**src/rtl/rggen_rtl_pkg.sv**
```systemverilog
// Shared types for the rggen bit-field access blocks.
package rggen_rtl_pkg;

  typedef enum logic [1:0] {
    RGGEN_BF_READ,
    RGGEN_BF_WRITE,
    RGGEN_BF_PULSE,
    RGGEN_BF_RMW
  } rggen_bf_op;

endpackage

```
**src/rtl/rggen_bit_field_if.sv**
```systemverilog
// Single bit-field access port: one read or write strobe per cycle plus data/mask.
interface rggen_bit_field_if #(
  parameter int unsigned WIDTH = 32
);
  logic             read_access;
  logic             write_access;
  logic [WIDTH-1:0] write_data;
  logic [WIDTH-1:0] write_mask;
  logic [WIDTH-1:0] read_data;

  modport master (
    output read_access, write_access, write_data, write_mask,
    input  read_data
  );

  modport slave (
    input  read_access, write_access, write_data, write_mask,
    output read_data
  );
endinterface

```
**src/rtl/rggen_bit_field_initiator.sv**
```systemverilog
// Initiator end of rggen_bit_field_if: turns host requests into single bit-field accesses.
// Define RGGEN_BIT_FIELD_INITIATOR_RMW_EN to enable read-modify-write; otherwise RMW errors.
module rggen_bit_field_initiator
  import rggen_rtl_pkg::*;
#(
  parameter int unsigned WIDTH           = 32,
  parameter logic        SET_CLEAR_VALUE = 1'b1
) (
  input  logic              clk,
  input  logic              rst,
  input  logic              i_req_valid,
  output logic              o_req_ready,
  input  rggen_bf_op        i_req_op,
  input  logic [WIDTH-1:0]  i_req_data,
  input  logic [WIDTH-1:0]  i_req_mask,
  output logic              o_resp_valid,
  input  logic              i_resp_ready,
  output logic [WIDTH-1:0]  o_resp_data,
  output logic              o_resp_error,
  rggen_bit_field_if.master bit_field_if
);

`ifdef RGGEN_BIT_FIELD_INITIATOR_RMW_EN
  typedef enum logic [1:0] {StIdle, StAccess, StModify, StResponse} state_e;
`else
  typedef enum logic [1:0] {StIdle, StAccess, StResponse} state_e;
`endif

  state_e           state_q, state_d;
  rggen_bf_op       op_q;
  logic [WIDTH-1:0] data_q;
  logic [WIDTH-1:0] mask_q;
  logic [WIDTH-1:0] resp_data_q, resp_data_d;
  logic             resp_error_q, resp_error_d;
  logic             req_accept;

  assign req_accept   = (state_q == StIdle) && i_req_valid;
  assign o_req_ready  = (state_q == StIdle);
  assign o_resp_valid = (state_q == StResponse);
  assign o_resp_data  = resp_data_q;
  assign o_resp_error = resp_error_q;

`ifdef RGGEN_BIT_FIELD_INITIATOR_RMW_EN
  logic [WIDTH-1:0] merged_data;
  // resp_data_q holds the value read during ACCESS while in MODIFY.
  assign merged_data = (resp_data_q & ~mask_q) | (data_q & mask_q);
`endif

  always_ff @(posedge clk or posedge rst) begin
    if (rst) begin
      state_q <= StIdle;
    end else begin
      state_q <= state_d;
    end
  end

  always_ff @(posedge clk or posedge rst) begin
    if (rst) begin
      op_q         <= RGGEN_BF_READ;
      data_q       <= '0;
      mask_q       <= '0;
      resp_data_q  <= '0;
      resp_error_q <= 1'b0;
    end else begin
      if (req_accept) begin
        op_q   <= i_req_op;
        data_q <= i_req_data;
        mask_q <= i_req_mask;
      end
      resp_data_q  <= resp_data_d;
      resp_error_q <= resp_error_d;
    end
  end

  always_comb begin
    state_d                   = state_q;
    resp_data_d               = resp_data_q;
    resp_error_d              = resp_error_q;
    bit_field_if.read_access  = 1'b0;
    bit_field_if.write_access = 1'b0;
    bit_field_if.write_data   = '0;
    bit_field_if.write_mask   = '0;

    case (state_q)
      StIdle: begin
        if (i_req_valid) begin
          resp_data_d  = '0;
          resp_error_d = 1'b0;
          state_d      = StAccess;
`ifndef RGGEN_BIT_FIELD_INITIATOR_RMW_EN
          if (i_req_op == RGGEN_BF_RMW) begin
            resp_error_d = 1'b1;
            state_d      = StResponse;
          end
`endif
        end
      end
      StAccess: begin
        state_d = StResponse;
        case (op_q)
          RGGEN_BF_READ: begin
            bit_field_if.read_access = 1'b1;
            resp_data_d              = bit_field_if.read_data;
          end
          RGGEN_BF_WRITE: begin
            bit_field_if.write_access = 1'b1;
            bit_field_if.write_data   = data_q;
            bit_field_if.write_mask   = mask_q;
            resp_data_d               = data_q & mask_q;
          end
          RGGEN_BF_PULSE: begin
            // Every enabled bit carries the field's active level.
            bit_field_if.write_access = 1'b1;
            bit_field_if.write_data   = SET_CLEAR_VALUE ? mask_q : ~mask_q;
            bit_field_if.write_mask   = mask_q;
            resp_data_d               = mask_q;
          end
          default: begin
`ifdef RGGEN_BIT_FIELD_INITIATOR_RMW_EN
            bit_field_if.read_access = 1'b1;
            resp_data_d              = bit_field_if.read_data;
            state_d                  = StModify;
`endif
          end
        endcase
      end
`ifdef RGGEN_BIT_FIELD_INITIATOR_RMW_EN
      StModify: begin
        bit_field_if.write_access = 1'b1;
        bit_field_if.write_data   = merged_data;
        bit_field_if.write_mask   = '1;
        resp_data_d               = merged_data;
        state_d                   = StResponse;
      end
`endif
      StResponse: begin
        if (i_resp_ready) begin
          state_d = StIdle;
        end
      end
      default: state_d = StIdle;
    endcase
  end

endmodule

```
**src/flat_wrapper.sv**
```systemverilog
// flat-port wrapper written by rule: the top's interface ports become plain ports
module rggen_bit_field_initiator_flat import rggen_rtl_pkg::*;
#(
  parameter int unsigned WIDTH           = 32,
  parameter logic        SET_CLEAR_VALUE = 1'b1
)
  (clk, rst, i_req_valid, o_req_ready, i_req_op, i_req_data, i_req_mask, o_resp_valid, i_resp_ready, o_resp_data, o_resp_error, bit_field_if_read_access, bit_field_if_write_access, bit_field_if_write_data, bit_field_if_write_mask, bit_field_if_read_data);
  rggen_bit_field_if #(.WIDTH(WIDTH)) bit_field_if_i ();
  input  logic clk;
  input  logic rst;
  input  logic i_req_valid;
  output logic o_req_ready;
  input  rggen_bf_op i_req_op;
  input  logic [WIDTH-1:0] i_req_data;
  input  logic [WIDTH-1:0] i_req_mask;
  output logic o_resp_valid;
  input  logic i_resp_ready;
  output logic [WIDTH-1:0] o_resp_data;
  output logic o_resp_error;
  output wire logic [$bits(bit_field_if_i.read_access)-1:0] bit_field_if_read_access;
  output wire logic [$bits(bit_field_if_i.write_access)-1:0] bit_field_if_write_access;
  output wire logic [$bits(bit_field_if_i.write_data)-1:0] bit_field_if_write_data;
  output wire logic [$bits(bit_field_if_i.write_mask)-1:0] bit_field_if_write_mask;
  input wire logic [$bits(bit_field_if_i.read_data)-1:0] bit_field_if_read_data;
  assign bit_field_if_read_access = bit_field_if_i.read_access;
  assign bit_field_if_write_access = bit_field_if_i.write_access;
  assign bit_field_if_write_data = bit_field_if_i.write_data;
  assign bit_field_if_write_mask = bit_field_if_i.write_mask;
  assign bit_field_if_i.read_data = bit_field_if_read_data;
  rggen_bit_field_initiator #(.WIDTH(WIDTH), .SET_CLEAR_VALUE(SET_CLEAR_VALUE)) u_core (.clk(clk), .rst(rst), .i_req_valid(i_req_valid), .o_req_ready(o_req_ready), .i_req_op(i_req_op), .i_req_data(i_req_data), .i_req_mask(i_req_mask), .o_resp_valid(o_resp_valid), .i_resp_ready(i_resp_ready), .o_resp_data(o_resp_data), .o_resp_error(o_resp_error), .bit_field_if(bit_field_if_i));
endmodule
```
**config.mk**
```make
export PLATFORM = sky130hd
export DESIGN_NAME = rggen_bit_field_initiator_flat
export DESIGN_NICKNAME = d
export VERILOG_FILES = /design/src/rtl/rggen_rtl_pkg.sv /design/src/rtl/rggen_bit_field_if.sv /design/src/rtl/rggen_bit_field_initiator.sv /design/src/flat_wrapper.sv
export SDC_FILE = /design/constraint.sdc
export NUM_CORES = 1
export LEC_CHECK = 0
export ABC_AREA = 1
export CORE_MARGIN = 2
export CORE_UTILIZATION = 40
export DETAILED_ROUTE_END_ITERATION = 10
export PLACE_DENSITY_LB_ADDON = 0.08
export RECOVER_POWER = 25
export SLEW_MARGIN = 10
export SYNTH_ARGS = -nofsm -noshare
export SYNTH_HDL_FRONTEND = slang
export SYNTH_SLANG_ARGS = --single-unit
export TNS_END_PERCENT = 30
```
**constraint.sdc**
```tcl
create_clock -name clk -period 3.7 [get_ports clk]
set_input_delay 0.74 -clock clk [delete_from_list [all_inputs] [get_ports clk]]
set_output_delay 0.74 -clock clk [all_outputs]
set_load 0.05 [all_outputs]
```
==> Word-level counts from Yosys, hierarchy flattened <==
Index checks and enable logic that the tools add are counted.
{ "classes": {"eq_ne": 8, "n_mux": 16, "bitwise": 1, "n_reduce_logical": 8} }
{ "ops": {"columns": ["cell", "n"], "rows": [
  ["32-bit 2-to-1 mux", 4],
  ["32-bit one-hot mux with 2 select lines", 2],
  ["32-bit one-hot mux with 3 select lines", 1],
  ["32-bit AND", 1],
  ["2-bit equality test, second input constant", 3],
  ["2-bit 2-to-1 mux", 3],
  ["2-bit one-hot mux with 3 select lines", 1],
  ["1-bit 2-to-1 mux", 5],
  ["2-bit by 1-bit equality test with 1-bit output, second input constant", 2],
  ["2-bit logical NOT", 2],
  ["4-bit by 1-bit != test with 1-bit output, second input constant", 1],
  ["2-bit AND reduction", 2],
  ["3-bit AND reduction", 1],
  ["2-bit by 1-bit != test with 1-bit output, second input constant", 1],
  ["2-bit != test, second input constant", 1],
  ["2-bit nonzero test", 1],
  ["2-bit OR reduction", 1],
  ["1-bit logical AND", 1]
]} }
{ "word_totals": {"reg_bits": 101, "inputBits": 102, "output_inout_bits": 101, "word_cells": 39} }

==> Logic depth before layout (Yosys ltp) <==
{ "depth": {"ltp_word": 4, "mapped_depth": 10, "ltp_nobuf": 8} }

==> Worst setup path after synthesis <==
OpenSTA, ideal clock, no wires.
{ "synth_timing": {"path_kind": "register to output", "start": "register u_core.op_q[0]", "end": "output port bit_field_if_write_data[22]", "t_arrival_ns": 2.415, "setup_slack_ns": 0.545, "stages_incl_launch_ff": 9, "path_cell_list": "dfrtp_1 > inv_1 > ha_1 > buf_4 > buf_2 > nand2_1 > nor2_1 > nand2_1 > o21ai_0"} }
{ "synth_between": {"elab_chain_len": 3, "word_cells_on_any_way": 4, "cone_classes": "2 x eq/ne; 2 x mux"} }
{ "synth_lines": {"columns": ["item", "line", "source"], "rows": [
  ["start, declared", "rggen_bit_field_initiator.sv:30", "rggen_bf_op op_q;"],
  ["start signal, assigned", "rggen_bit_field_initiator.sv:66", "op_q <= i_req_op;"],
  ["2-bit equality test or 2-bit by 1-bit equality test with 1-bit output (tied branches)", "rggen_bit_field_initiator.sv:100", "case (op_q)"],
  ["32-bit one-hot mux with 2 select lines *", "rggen_bit_field_initiator.sv:100", null],
  ["32-bit 2-to-1 mux *", "rggen_bit_field_initiator.sv:84", "case (state_q)"],
  ["end, declared", "flat_wrapper.sv:22", "output wire logic [$bits(bit_field_if_i.write_data)-1:0] bit_field_if_write_data;"]
]} }
Every way passes the cells marked *; elsewhere a longest branch is shown, timed or not.

==> Worst setup path after layout <==
{ "layout_timing": {"start": "register u_core.op_q[0]", "end": "output port bit_field_if_write_mask[7]"} }
{ "layout_between": {"elab_chain_len": 4, "word_cells_on_any_way": 5, "cone_classes": "2 x eq/ne; 2 x mux; 1 x reduce/logical"} }
{ "layout_lines": {"columns": ["item", "line", "source"], "rows": [
  ["2-bit by 1-bit equality test with 1-bit output or 2-bit equality test (tied branches)", "rggen_bit_field_initiator.sv:100", null],
  ["2-bit OR reduction (no line) *", null, null],
  ["32-bit 2-to-1 mux *", "rggen_bit_field_initiator.sv:100", null],
  ["32-bit 2-to-1 mux *", "rggen_bit_field_initiator.sv:84", null],
  ["end, declared", "flat_wrapper.sv:23", "output wire logic [$bits(bit_field_if_i.write_mask)-1:0] bit_field_if_write_mask;"]
]} }
Marks and branches as above.

==> impl_metrics.json <==
{
  "multi_input_area_um2": 2550,
  "layout-drive-gt1-share": 0.126,
  "die_w_um": 122,
  "clkSinkCount": 101,
  "layout_min_cycle_time_ns": 3.56,
  "drtPass1Iterations": 5,
  "setup_ws_ns": 0.137,
  "ys.flop_type": "dfrtp_1",
  "worstMarginPinSlew_ns": 2.28,
  "track_usage": 0.250,
  "cts-htree-levels": 3,
  "dp.cells": 1101,
  "synthToLayoutAreaGrowth_pct": 43.3,
  "cts_hold_buf": 0,
  "postSynthCellCount": 764,
  "core.rowCount": 43,
  "cp_slowest_cell": "clkdlybuf4s50_1",
  "synth_top_cells_by_count": "nand2_1, nand3_1, dfrtp_1",
  "critical_path.top_delay_family": "buffers and inverters",
  "final_nets": 1038,
  "synth_nets": 870,
  "clk_pin_slew_ns": 0.07,
  "finalCritPeriodShare": 0.963,
  "grt_pass1_vias": 5372,
  "fin_skew_ns": 0.0104,
  "vias": 5642,
  "utilization": 0.580,
  "die_h_um": 122,
  "grt_pass1_wl_um": 28300,
  "path_cells": "inv_1 > ha_2 > nand2_1 > nor2_1 > clkdlybuf4s50_1",
  "max_freq_mhz": 281,
  "worstPathArrival_ns": 2.82,
  "antenna_found_initial": 0,
  "cts.path.max_buffers": 2,
  "critPathMaxStageDelay_ns": 0.85,
  "grt_max_degree": 65,
  "setup_tns_ns": 0,
  "place_congestion": 0.895,
  "synth_cell_types": 22,
  "relSlewSlack": -0.520,
  "clk_latency_ns": 0.35,
  "peakVddDrop_v": 0.000393,
  "required_ns": 2.96,
  "vias_per_cell": 5.05,
  "synth.top_cells.by_area": "dfrtp_1, nand2_1, nand3_1, nor2_1, a21oi_1",
  "p_leak_uw": 0.00396,
  "n_antenna_cell": 0,
  "synth_edf_count": 0,
  "fin_cells": 1117,
  "status": "complete, but fails checks",
  "wl_per_cell_um": 16.3,
  "avgSynthCellArea_um2": 7.26,
  "cts_resized": 0,
  "io_pins": 203,
  "synth-seq-cells": 101,
  "io_buffers": 202,
  "setup_viol": 0,
  "hold_viol_final": 0,
  "power_per_cell_area_nw_per_um2": 723,
  "grt_setup_unrepaired": "no",
  "path_buf_inv": 2,
  "die_area_um2": 14800,
  "routed_wirelength_um": 18200,
  "critPathKind": "reg -> out",
  "drc": 0,
  "startpoint_type": "flop",
  "pre_cts_ws_ns": 0.568,
  "start_util": 0.404,
  "cts_made_buffers": 9,
  "cts_root_buffer": "clkbuf_16",
  "nFillCells": 1307,
  "dp_hpwl_um": 13000,
  "worstSetupEndpointType": "primary output",
  "drv_cap": 2,
  "synth_area_um2": 5550,
  "yosysMostFrequentCell": "nand2_1",
  "seq_area_um2": 2530,
  "seq_area_frac_synth": 0.455,
  "postCtsSetupBuffers": 0,
  "detail-route-antenna-nets": 0,
  "drtIter0Drc": 539,
  "async_reset_ff_frac": 1.00,
  "cts_tree": "built",
  "cp_max_fo": 33,
  "core_area_um2": 13700,
  "final_max_slew_viol_count": 95,
  "hp-class": "reg -> reg",
  "synth_top_area_frac": 0.455,
  "overflow": 0,
  "yosysWarnings": 0,
  "synth.largest_area_cell": "dfrtp_1",
  "violations": "capacitance limit, slew limit",
  "finalPower_uw": 5750
}
[layer usage]
metal	up-vias	routed length [um]	track usage
li1	2747	-	-
met1	2624	8160	0.360
met2	237	8350	0.380
met3	34	1340	0.0487
met4	0	379	0.0790
met5	-	0	0
[cell usage in the layout (no fill, tap or decap), drive strengths merged]
cell           count
nand2            303
clkdlybuf4s50    151
nand3            133
dfrtp            101
buf               58
nor2              55
a21oi             48
inv               41
or2               17
clkbuf            15
o21ai              5
ha                 4
clkinvlp           2
o22ai              1
bufinv             1
clkinv             1
dlygate4sd3        1
[logic make-up after synthesis]
group / Yosys count / share of synthesized area
DFF: 101 / 0.455
and+or+nand+nor: 508 / 0.388
AOI/OAI and AO/OA: 54 / 0.0611
adders and majority gates: 4 / 0.00902
buffers and inverters: 97 / 0.0861
[layout make-up]
cell class,instances,area share
flip-flops and latches,101,0.318
multi-input cells,566,0.321
repair buffers,212,0.274
clock inverters,3,0.00535
inverters,42,0.0200
clock buffers,13,0.0340
well taps,180,0.0283
[power by group]
part | internal (uW) | switching [uW] | leakage, uW
sequential | 1490 | 333 | 0.00126
clock | 579 | 403 | 0.000152
combinational | 955 | 1980 | 0.00254
total | 3030 | 2720 | 0.00396
[final timing paths]
path                                                   start                                  to  slack, ns  cells after the start
setup / recovery                  u_core.op_q[0]$_DFFE_PP0P_          bit_field_if_write_mask[7]       0.14                      5
hold / removal             u_core.o_resp_data[3]$_DFFE_PP0P_   u_core.o_resp_data[3]$_DFFE_PP0P_       0.50                      2
setup reg to reg                  u_core.op_q[0]$_DFFE_PP0P_  u_core.o_resp_data[24]$_DFFE_PP0P_       0.94                      7
hold reg to reg            u_core.o_resp_data[3]$_DFFE_PP0P_   u_core.o_resp_data[3]$_DFFE_PP0P_       0.50                      2
max in group asynchronous                                rst        u_core.mask_q[0]$_DFFE_PP0P_       0.74                      3
min in group asynchronous                                rst       u_core.mask_q[19]$_DFFE_PP0P_       1.31                      2
[through the flow]
stage | area, um^2 | hold slack (ns)
3_5_place_dp | 7660 | 0.488
3_3_place_gp | 7660 | 0.480
5_1_grt | 7950 | 0.525
4_1_cts | 7970 | 0.504
6_report | 7950 | 0.499
2_1_floorplan | 5550 | 0.442
[flip-flops by register name, indices dropped and copies added, names as in the netlist]
register and count:
u_core.data_q 32, u_core.mask_q 32, u_core.o_resp_data 32, u_core.op_q 2
u_core.state_q 2, u_core.o_resp_error 1
[tightest hold or removal path: cells and delay by family (launching register included)]
| kind | cells | cell delay [ns] |
|---|---|---|
| simple gates | 2 | 0.12 |
| flops | 1 | 0.34 |
Power figures use the tool's default switching activity.
